[config.mk]
export PLATFORM = sky130hd
export DESIGN_NAME = key_schedule_engine
export DESIGN_NICKNAME = d
export VERILOG_FILES = /design/src/rtl/key_schedule_engine_pkg.sv /design/src/rtl/key_schedule_engine_sbox.sv /design/src/rtl/key_schedule_engine.sv
export SDC_FILE = /design/constraint.sdc
export NUM_CORES = 2
export LEC_CHECK = 0
export BUFFER_PORTS_ARGS = -buffer_cell sky130_fd_sc_hd__buf_2
export CAP_MARGIN = 25
export CORE_MARGIN = 1
export CORE_UTILIZATION = 45
export DETAILED_ROUTE_END_ITERATION = 10
export PLACE_DENSITY = 0.67
export SLEW_MARGIN = 20
export SYNTH_ARGS = -nofsm -noshare
export SYNTH_HDL_FRONTEND = slang
export SYNTH_SLANG_ARGS = --single-unit
[constraint.sdc]
create_clock -name clk -period 33.6 [get_ports clk]
set_input_delay 6.72 -clock clk [delete_from_list [all_inputs] [get_ports clk]]
set_output_delay 6.72 -clock clk [all_outputs]
set_load 0.02 [all_outputs]
[src/rtl/key_schedule_engine_pkg.sv]
// Shared constants, state encoding and helpers for the AES key-schedule engine.
// Nk, TOTAL and rcon constants live here so the datapath and bench agree on them.
package key_schedule_engine_pkg;

    localparam logic [1:0] KLEN_128 = 2'b00;
    localparam logic [1:0] KLEN_192 = 2'b01;
    localparam logic [1:0] KLEN_256 = 2'b10;
    localparam logic [1:0] KLEN_BAD = 2'b11;

    localparam logic [3:0] NK_128 = 4'd4;
    localparam logic [3:0] NK_192 = 4'd6;
    localparam logic [3:0] NK_256 = 4'd8;

    localparam logic [5:0] TOTAL_128 = 6'd44;
    localparam logic [5:0] TOTAL_192 = 6'd52;
    localparam logic [5:0] TOTAL_256 = 6'd60;

    localparam int IDX_W = 6;

    localparam logic [7:0] RCON_INIT   = 8'h01;
    localparam logic [7:0] RCON_POLY   = 8'h1B;
    localparam logic [7:0] SBOX_AFFINE = 8'h63;

    typedef enum logic [1:0] {
        ST_IDLE   = 2'd0,
        ST_EXPAND = 2'd1,
        ST_DONE   = 2'd2
    } state_t;

    function automatic logic [7:0] xtime(input logic [7:0] b);
        logic [7:0] r;
        r = {b[6:0], 1'b0};
        if (b[7]) begin
            r = r ^ RCON_POLY;
        end
        return r;
    endfunction

    function automatic logic [3:0] nk_of(input logic [1:0] klen);
        logic [3:0] r;
        case (klen)
            KLEN_192: r = NK_192;
            KLEN_256: r = NK_256;
            default:  r = NK_128;
        endcase
        return r;
    endfunction

    function automatic logic [5:0] total_of(input logic [1:0] klen);
        logic [5:0] r;
        case (klen)
            KLEN_192: r = TOTAL_192;
            KLEN_256: r = TOTAL_256;
            default:  r = TOTAL_128;
        endcase
        return r;
    endfunction

endpackage

[src/rtl/key_schedule_engine_sbox.sv]
// AES S-box as a composite-field inverter: GF(2^8) -> GF((2^4)^2) -> GF(((2^2)^2)^2)
// in normal bases, with input/output basis changes folded into two 8x8 matrices.
module aes_sbox (
    input  logic [7:0] i_data,
    output logic [7:0] o_data
);
    import key_schedule_engine_pkg::*;

    // Rows of the basis-change matrices; X2S also absorbs the affine linear part.
    localparam logic [63:0] A2X = 64'h98F3F2480981A9FF;
    localparam logic [63:0] X2S = 64'h582D9E0BDC040324;

    function automatic logic [7:0] mvm(input logic [7:0] v, input logic [63:0] m);
        logic [7:0] c;
        c = 8'h00;
        for (int j = 0; j < 8; j++) begin
            if (v[7-j]) begin
                c = c ^ m[63-8*j -: 8];
            end
        end
        return c;
    endfunction

    function automatic logic [1:0] gf4_mul(input logic [1:0] g, input logic [1:0] d);
        logic a, b, c;
        a = g[1] & d[1];
        b = (g[1] ^ g[0]) & (d[1] ^ d[0]);
        c = g[0] & d[0];
        return {a ^ b, c ^ b};
    endfunction

    function automatic logic [1:0] gf4_scale_w2(input logic [1:0] g);
        return {g[0], g[1] ^ g[0]};
    endfunction

    function automatic logic [1:0] gf4_scale_w(input logic [1:0] g);
        return {g[1] ^ g[0], g[1]};
    endfunction

    function automatic logic [1:0] gf4_sq(input logic [1:0] g);
        return {g[0], g[1]};
    endfunction

    function automatic logic [3:0] gf16_mul(input logic [3:0] g, input logic [3:0] d);
        logic [1:0] a, b, c;
        a = gf4_mul(g[3:2], d[3:2]);
        b = gf4_scale_w2(gf4_mul(g[3:2] ^ g[1:0], d[3:2] ^ d[1:0]));
        c = gf4_mul(g[1:0], d[1:0]);
        return {a ^ b, c ^ b};
    endfunction

    function automatic logic [3:0] gf16_sq_scale(input logic [3:0] g);
        logic [1:0] a, b;
        a = g[3:2] ^ g[1:0];
        b = gf4_sq(g[1:0]);
        return {gf4_sq(a), gf4_scale_w(b)};
    endfunction

    function automatic logic [3:0] gf16_inv(input logic [3:0] g);
        logic [1:0] a, b, c, d;
        a = g[3:2] ^ g[1:0];
        b = gf4_mul(g[3:2], g[1:0]);
        c = gf4_scale_w2(gf4_sq(a));
        d = gf4_sq(c ^ b);
        return {gf4_mul(d, g[1:0]), gf4_mul(d, g[3:2])};
    endfunction

    function automatic logic [7:0] gf256_inv(input logic [7:0] g);
        logic [3:0] a, b, c, d;
        a = g[7:4] ^ g[3:0];
        b = gf16_mul(g[7:4], g[3:0]);
        c = gf16_sq_scale(a);
        d = gf16_inv(c ^ b);
        return {gf16_mul(d, g[3:0]), gf16_mul(d, g[7:4])};
    endfunction

    logic [7:0] w_x;
    logic [7:0] w_inv;

    assign w_x    = mvm(i_data, A2X);
    assign w_inv  = gf256_inv(w_x);
    assign o_data = mvm(w_inv, X2S) ^ SBOX_AFFINE;

endmodule

[src/rtl/key_schedule_engine.sv]
// AES key expansion engine: one schedule word per cycle into a readable word memory.
// KEY_SCHEDULE_AES256_EN enables the 60-word memory and the Nk=8 SubWord path.
module key_schedule_engine #(
    parameter int WORD_W = 32,
    parameter int ADDR_W = 6
) (
    input  logic                  clk,
    input  logic                  resetn,
    input  logic                  start,
    input  logic [1:0]            key_len,
    input  logic [8*WORD_W-1:0]   key_in,
    output logic                  ready,
    output logic                  busy,
    output logic                  valid,
    output logic                  err,
    input  logic [ADDR_W-1:0]     rd_addr,
    output logic [WORD_W-1:0]     rd_data
);
    import key_schedule_engine_pkg::*;

`ifdef KEY_SCHEDULE_AES256_EN
    localparam int DEPTH = 60;
`else
    localparam int DEPTH = 52;
`endif

    state_t              r_state;
    state_t              w_state_nxt;
    logic [WORD_W-1:0]   r_mem [DEPTH];
    logic [IDX_W-1:0]    r_i;
    logic [2:0]          r_phase;
    logic [7:0]          r_rcon;
    logic [3:0]          r_nk;
    logic [5:0]          r_total;
    logic                r_err;
    logic [WORD_W-1:0]   r_rd_data;

    logic                w_len_legal;
    logic                w_accept;
    logic                w_reject;
    logic                w_write;
    logic [3:0]          w_nk_sel;
    logic [5:0]          w_total_sel;
    logic [WORD_W-1:0]   w_prev_word;
    logic [WORD_W-1:0]   w_back_word;
    logic [WORD_W-1:0]   w_sub_in;
    logic [WORD_W-1:0]   w_sub_word;
    logic [WORD_W-1:0]   w_temp;
    logic [WORD_W-1:0]   w_new_word;
    logic                w_rd_hit;
    logic [WORD_W-1:0]   w_rd_word;

`ifdef KEY_SCHEDULE_AES256_EN
    assign w_len_legal = (key_len != KLEN_BAD);
`else
    assign w_len_legal = (key_len != KLEN_BAD) && (key_len != KLEN_256);
`endif

    assign w_nk_sel    = nk_of(key_len);
    assign w_total_sel = total_of(key_len);

    always_ff @(posedge clk or negedge resetn) begin
        if (!resetn) begin
            r_state <= ST_IDLE;
        end else begin
            r_state <= w_state_nxt;
        end
    end

    always_comb begin
        w_state_nxt = r_state;
        w_accept    = 1'b0;
        w_reject    = 1'b0;
        ready       = 1'b0;
        busy        = 1'b0;
        valid       = 1'b0;
        unique case (r_state)
            ST_IDLE, ST_DONE: begin
                ready = 1'b1;
                valid = (r_state == ST_DONE);
                if (start) begin
                    if (w_len_legal) begin
                        w_accept    = 1'b1;
                        w_state_nxt = ST_EXPAND;
                    end else begin
                        w_reject = 1'b1;
                    end
                end
            end
            ST_EXPAND: begin
                busy = 1'b1;
                if (r_i == r_total) begin
                    w_state_nxt = ST_DONE;
                end
            end
            default: w_state_nxt = ST_IDLE;
        endcase
    end

    // Outside EXPAND these indices may wrap; the words read are then unused.
    assign w_prev_word = r_mem[r_i - 6'd1];
    assign w_back_word = r_mem[r_i - {2'b00, r_nk}];
    assign w_sub_in    = (r_phase == 3'd0)
                       ? {w_prev_word[WORD_W-9:0], w_prev_word[WORD_W-1 -: 8]}
                       : w_prev_word;

    for (genvar b = 0; b < 4; b++) begin : g_subword
        aes_sbox u_sbox (
            .i_data (w_sub_in[8*b +: 8]),
            .o_data (w_sub_word[8*b +: 8])
        );
    end

    always_comb begin
        w_temp = w_prev_word;
        if (r_phase == 3'd0) begin
            w_temp = w_sub_word ^ {r_rcon, {(WORD_W-8){1'b0}}};
        end
`ifdef KEY_SCHEDULE_AES256_EN
        else if ((r_nk == NK_256) && (r_phase == 3'd4)) begin
            w_temp = w_sub_word;
        end
`endif
    end

    assign w_new_word = w_back_word ^ w_temp;
    assign w_write    = (r_state == ST_EXPAND) && (r_i != r_total);

    // Only words below the latched TOTAL are readable; anything else reads as zero.
    assign w_rd_hit  = (32'(rd_addr) < 32'(r_total));
    assign w_rd_word = w_rd_hit ? r_mem[IDX_W'(rd_addr)] : '0;

    always_ff @(posedge clk or negedge resetn) begin
        if (!resetn) begin
            for (int k = 0; k < DEPTH; k++) begin
                r_mem[k] <= '0;
            end
            r_i       <= '0;
            r_phase   <= '0;
            r_rcon    <= '0;
            r_nk      <= '0;
            r_total   <= '0;
            r_err     <= 1'b0;
            r_rd_data <= '0;
        end else begin
            r_err     <= w_reject;
            r_rd_data <= w_rd_word;
            if (w_accept) begin
                for (int k = 0; k < 8; k++) begin
                    if (k < int'(w_nk_sel)) begin
                        r_mem[k] <= key_in[8*WORD_W-1 - WORD_W*k -: WORD_W];
                    end
                end
                r_nk    <= w_nk_sel;
                r_total <= w_total_sel;
                r_i     <= {2'b00, w_nk_sel};
                r_phase <= 3'd0;
                r_rcon  <= RCON_INIT;
            end else if (w_write) begin
                r_mem[r_i] <= w_new_word;
                r_i        <= r_i + 6'd1;
                // phase tracks i mod Nk by wrapping, avoiding any divider
                r_phase    <= ({1'b0, r_phase} == (r_nk - 4'd1)) ? 3'd0 : r_phase + 3'd1;
                if (r_phase == 3'd0) begin
                    r_rcon <= xtime(r_rcon);
                end
            end
        end
    end

    assign err     = r_err;
    assign rd_data = r_rd_data;

endmodule

==> impl_metrics.tcl <==
set metrics [dict create \
    setup_viol 0 \
    fp.dieW_um 504.0 \
    min_period_over_period 0.4749 \
    maxSlewHeadroom 0.1915 \
    finalSetupTns_ns 0 \
    drtIter0Drc 15198 \
    antenna_found_initial 20 \
    grt_pass1_vias 90435 \
    synthArstFlopShare 1.000 \
    rsz0062_at_grt "no" \
    ant_nets 0 \
    final_util 0.4954 \
    yosys.area.top_type "dfrtp_1" \
    timing.rr.end "r_mem[850]" \
    ios 303 \
    syn-num-nets 10321 \
    post-dp-hpwl_um 275600 \
    post_cts_buffers 0 \
    start_util 0.4544 \
    critPathLaunchType "register" \
    die_h_um 504.0 \
    grt_pass1_wl_um 621600 \
    coreArea_sq_um 249600 \
    clockBufferDepth 3 \
    r2r-start "r_i[1]" \
    grt_usage 0.3301 \
    routed_wl_um 425600 \
    dr.pass1.iters 9 \
    fp.dieArea_sq_um 254000 \
    grt-ovfl-total 0 \
    post-route-drc-count 0 \
    min_to "r_nk[2]" \
    final_hold_viol_count 0 \
    fmax_ghz 0.06267 \
    hold_path.class "reg2reg" \
    yosysMostFrequentCell "nand2_1" \
    path_class "reg2reg" \
    cts_sinks 1722 \
    ys_top_cells_by_area "dfrtp_1 (38%), mux4_2 (28%), nand2_1 (6.5%)" \
    worstPathRequired_ns 34.29 \
    avgSynthCellArea_sq_um 11.32 \
    reg2reg_slack_ns 17.64 \
    drive_gt1_frac 0.2669 \
    endpoint_kind "register" \
    cts_root_buf "clkbuf_16" \
    critPathSlowestCell "nor4_1" \
    ctsHoldBuffers 0 \
    ys_seq_area_frac 0.3800 \
    maxCapViolations 0 \
    yosysWarnings 0 \
    synth_area_sq_um 113400 \
    netlist.area_leader.share 0.3800 \
    grt_max_degree 158 \
    rr_worst_depth 33 \
    synth_edf_count 0 \
    hold_depth 1 \
    worstPathMaxFanout 98 \
    rows 183 \
    status "finished clean" \
    ys_seq_elements 1722 \
    synth-main-ff-cell "dfrtp_1" \
    fin_crit_ns 15.96 \
    clk_latency_ns 0.89 \
    finalMaxSlewViolations 0 \
    hold_start "r_nk[2]" \
    cts_tree "yes" \
    tightestPinTransition_ns 1.208 \
    synth_cells 10017 \
    critPathMaxStageDelay_ns 0.95 \
    yosys-top-cells-count "nand2_1 (1977), dfrtp_1 (1722), mux4_2 (1428), o21ai_0 (1077), clkbuf_1 (724)" \
    ctsResizeCount 0 \
    io_buffer_count 238 \
    vias 93650 \
    syn_to_final_growth_pct 9.028 \
    cpMostUsedCell "xnor2_1" \
    avgRoutedWirePerCell_um 32.30 \
    gp_congestion 0.9889 \
    ys_types 121 \
    clkTransAtPathRegs_ns 0.06 \
    cts-buffers-inserted 179 \
    vias_per_cell 7.107 \
    cts_max_level 4 \
    nets 9994 \
    arrival_ns 16.65 \
    fin_worst_skew_ns 0.04700 \
]
## layer usage
metal	part of all wire	routed length, um	global-route usage
met1	0.35	150000	0.4239
met2	0.43	183800	0.4764
met3	0.15	65040	0.1337
met4	0.063	26650	0.1775
met5	0.00032	138	0.001314
## cell type report
cell class | instances | area (sq um)
antenna | 12 | 30.03
clock buffer | 251 | 5151
clock inverter | 75 | 879.6
fill | 21469 | 125900
inverter | 50 | 190.2
multi-input combinational | 7224 | 66510
sequential | 1722 | 43100
tap | 3330 | 4167
timing repair buffer | 513 | 3625
## cell families after synthesis
kind of cell / count (synthesis) / share of synthesized area
adder cells (fa/ha/maj): 37 / 0.004148
multiplexers: 1808 / 0.3191
flip-flops: 1722 / 0.3800
AND/OR/NAND/NOR: 2732 / 0.09903
buffers and inverters: 1071 / 0.04075
AO/OA/AOI/OAI: 2278 / 0.1215
XOR/XNOR: 369 / 0.03552
## flip-flops by register name, indices dropped and copies added (netlist names)
signal   cells
rd_data     32
r_rcon       8
r_nk         3
r_i          6
r_state      2
r_total      3
r_phase      3
err          1
r_mem     1664
## worst max-delay path by stage
stage / from / end / slack [ns] / depth (start not counted)
2_1_floorplan: r_i[0] / r_mem[915] / 23.09 / 47
3_3_place_gp: r_i[1] / r_mem[1618] / 18.62 / 33
3_5_place_dp: r_i[1] / r_mem[1618] / 18.49 / 33
4_1_cts: r_i[1] / r_mem[850] / 18.38 / 33
5_1_grt: r_i[1] / r_mem[850] / 17.55 / 33
6_report: r_i[1] / r_mem[850] / 17.64 / 33
## per-stage QoR
stage	setup WS (ns)	instances	hold slack, ns	instance area [sq um]
global route	17.55	13168	0.5105	123600
global placement	18.62	12818	0.4622	117200
CTS	18.38	13148	0.4794	123300
detailed placement	18.49	12822	0.4667	117300
finish	17.64	13177	0.4810	123700
floorplan	23.09	10017	0.4498	113400
## worst max-delay path: cells and delay by family, from the launching register on
| family | cells | cell delay (ns) |
|---|---|---|
| multiplexers | 2 | 0.82 |
| AND/OR/NAND/NOR | 4 | 2.06 |
| adder cells (fa/ha/maj) | 3 | 1.45 |
| buffers and inverters | 5 | 2.84 |
| XOR/XNOR | 12 | 5.28 |
| AO/OA/AOI/OAI | 7 | 2.17 |
| flip-flops | 1 | 0.89 |
## layout by cell type, fill, tap and decap left out, types with 22 or more instances in the layout
cell type  count
ha_1          34
nor4_1        37
xor2_1        76
a211oi_1      59
clkbuf_1      33
a21oi_1      213
clkbuf_16    180
clkinv_2      29
inv_1         42
xnor3_1       30
buf_2        235
mux2i_1      218
dfrtp_1     1721
nor3_1        80
o221ai_1      77
mux2_2       158
o21ai_0     1076
buf_4        245
mux4_2      1428
nand2_2       50
nand2_1     1926
and3_1        26
a22oi_1      138
o22ai_1       76
xnor2_1      199
and2_1        26
o21ai_1      258
or3_1         25
a221oi_1      42
xnor2_2       34
o31ai_1       35
nor2b_1       34
a32oi_1       22
o211ai_1      25
nor2_1       316
clkbuf_8      39
nand3_1       88
Power is left out: the tool's default activity adds up to more than one toggle a clock period on the data nets, which glitch-free logic cannot reach.
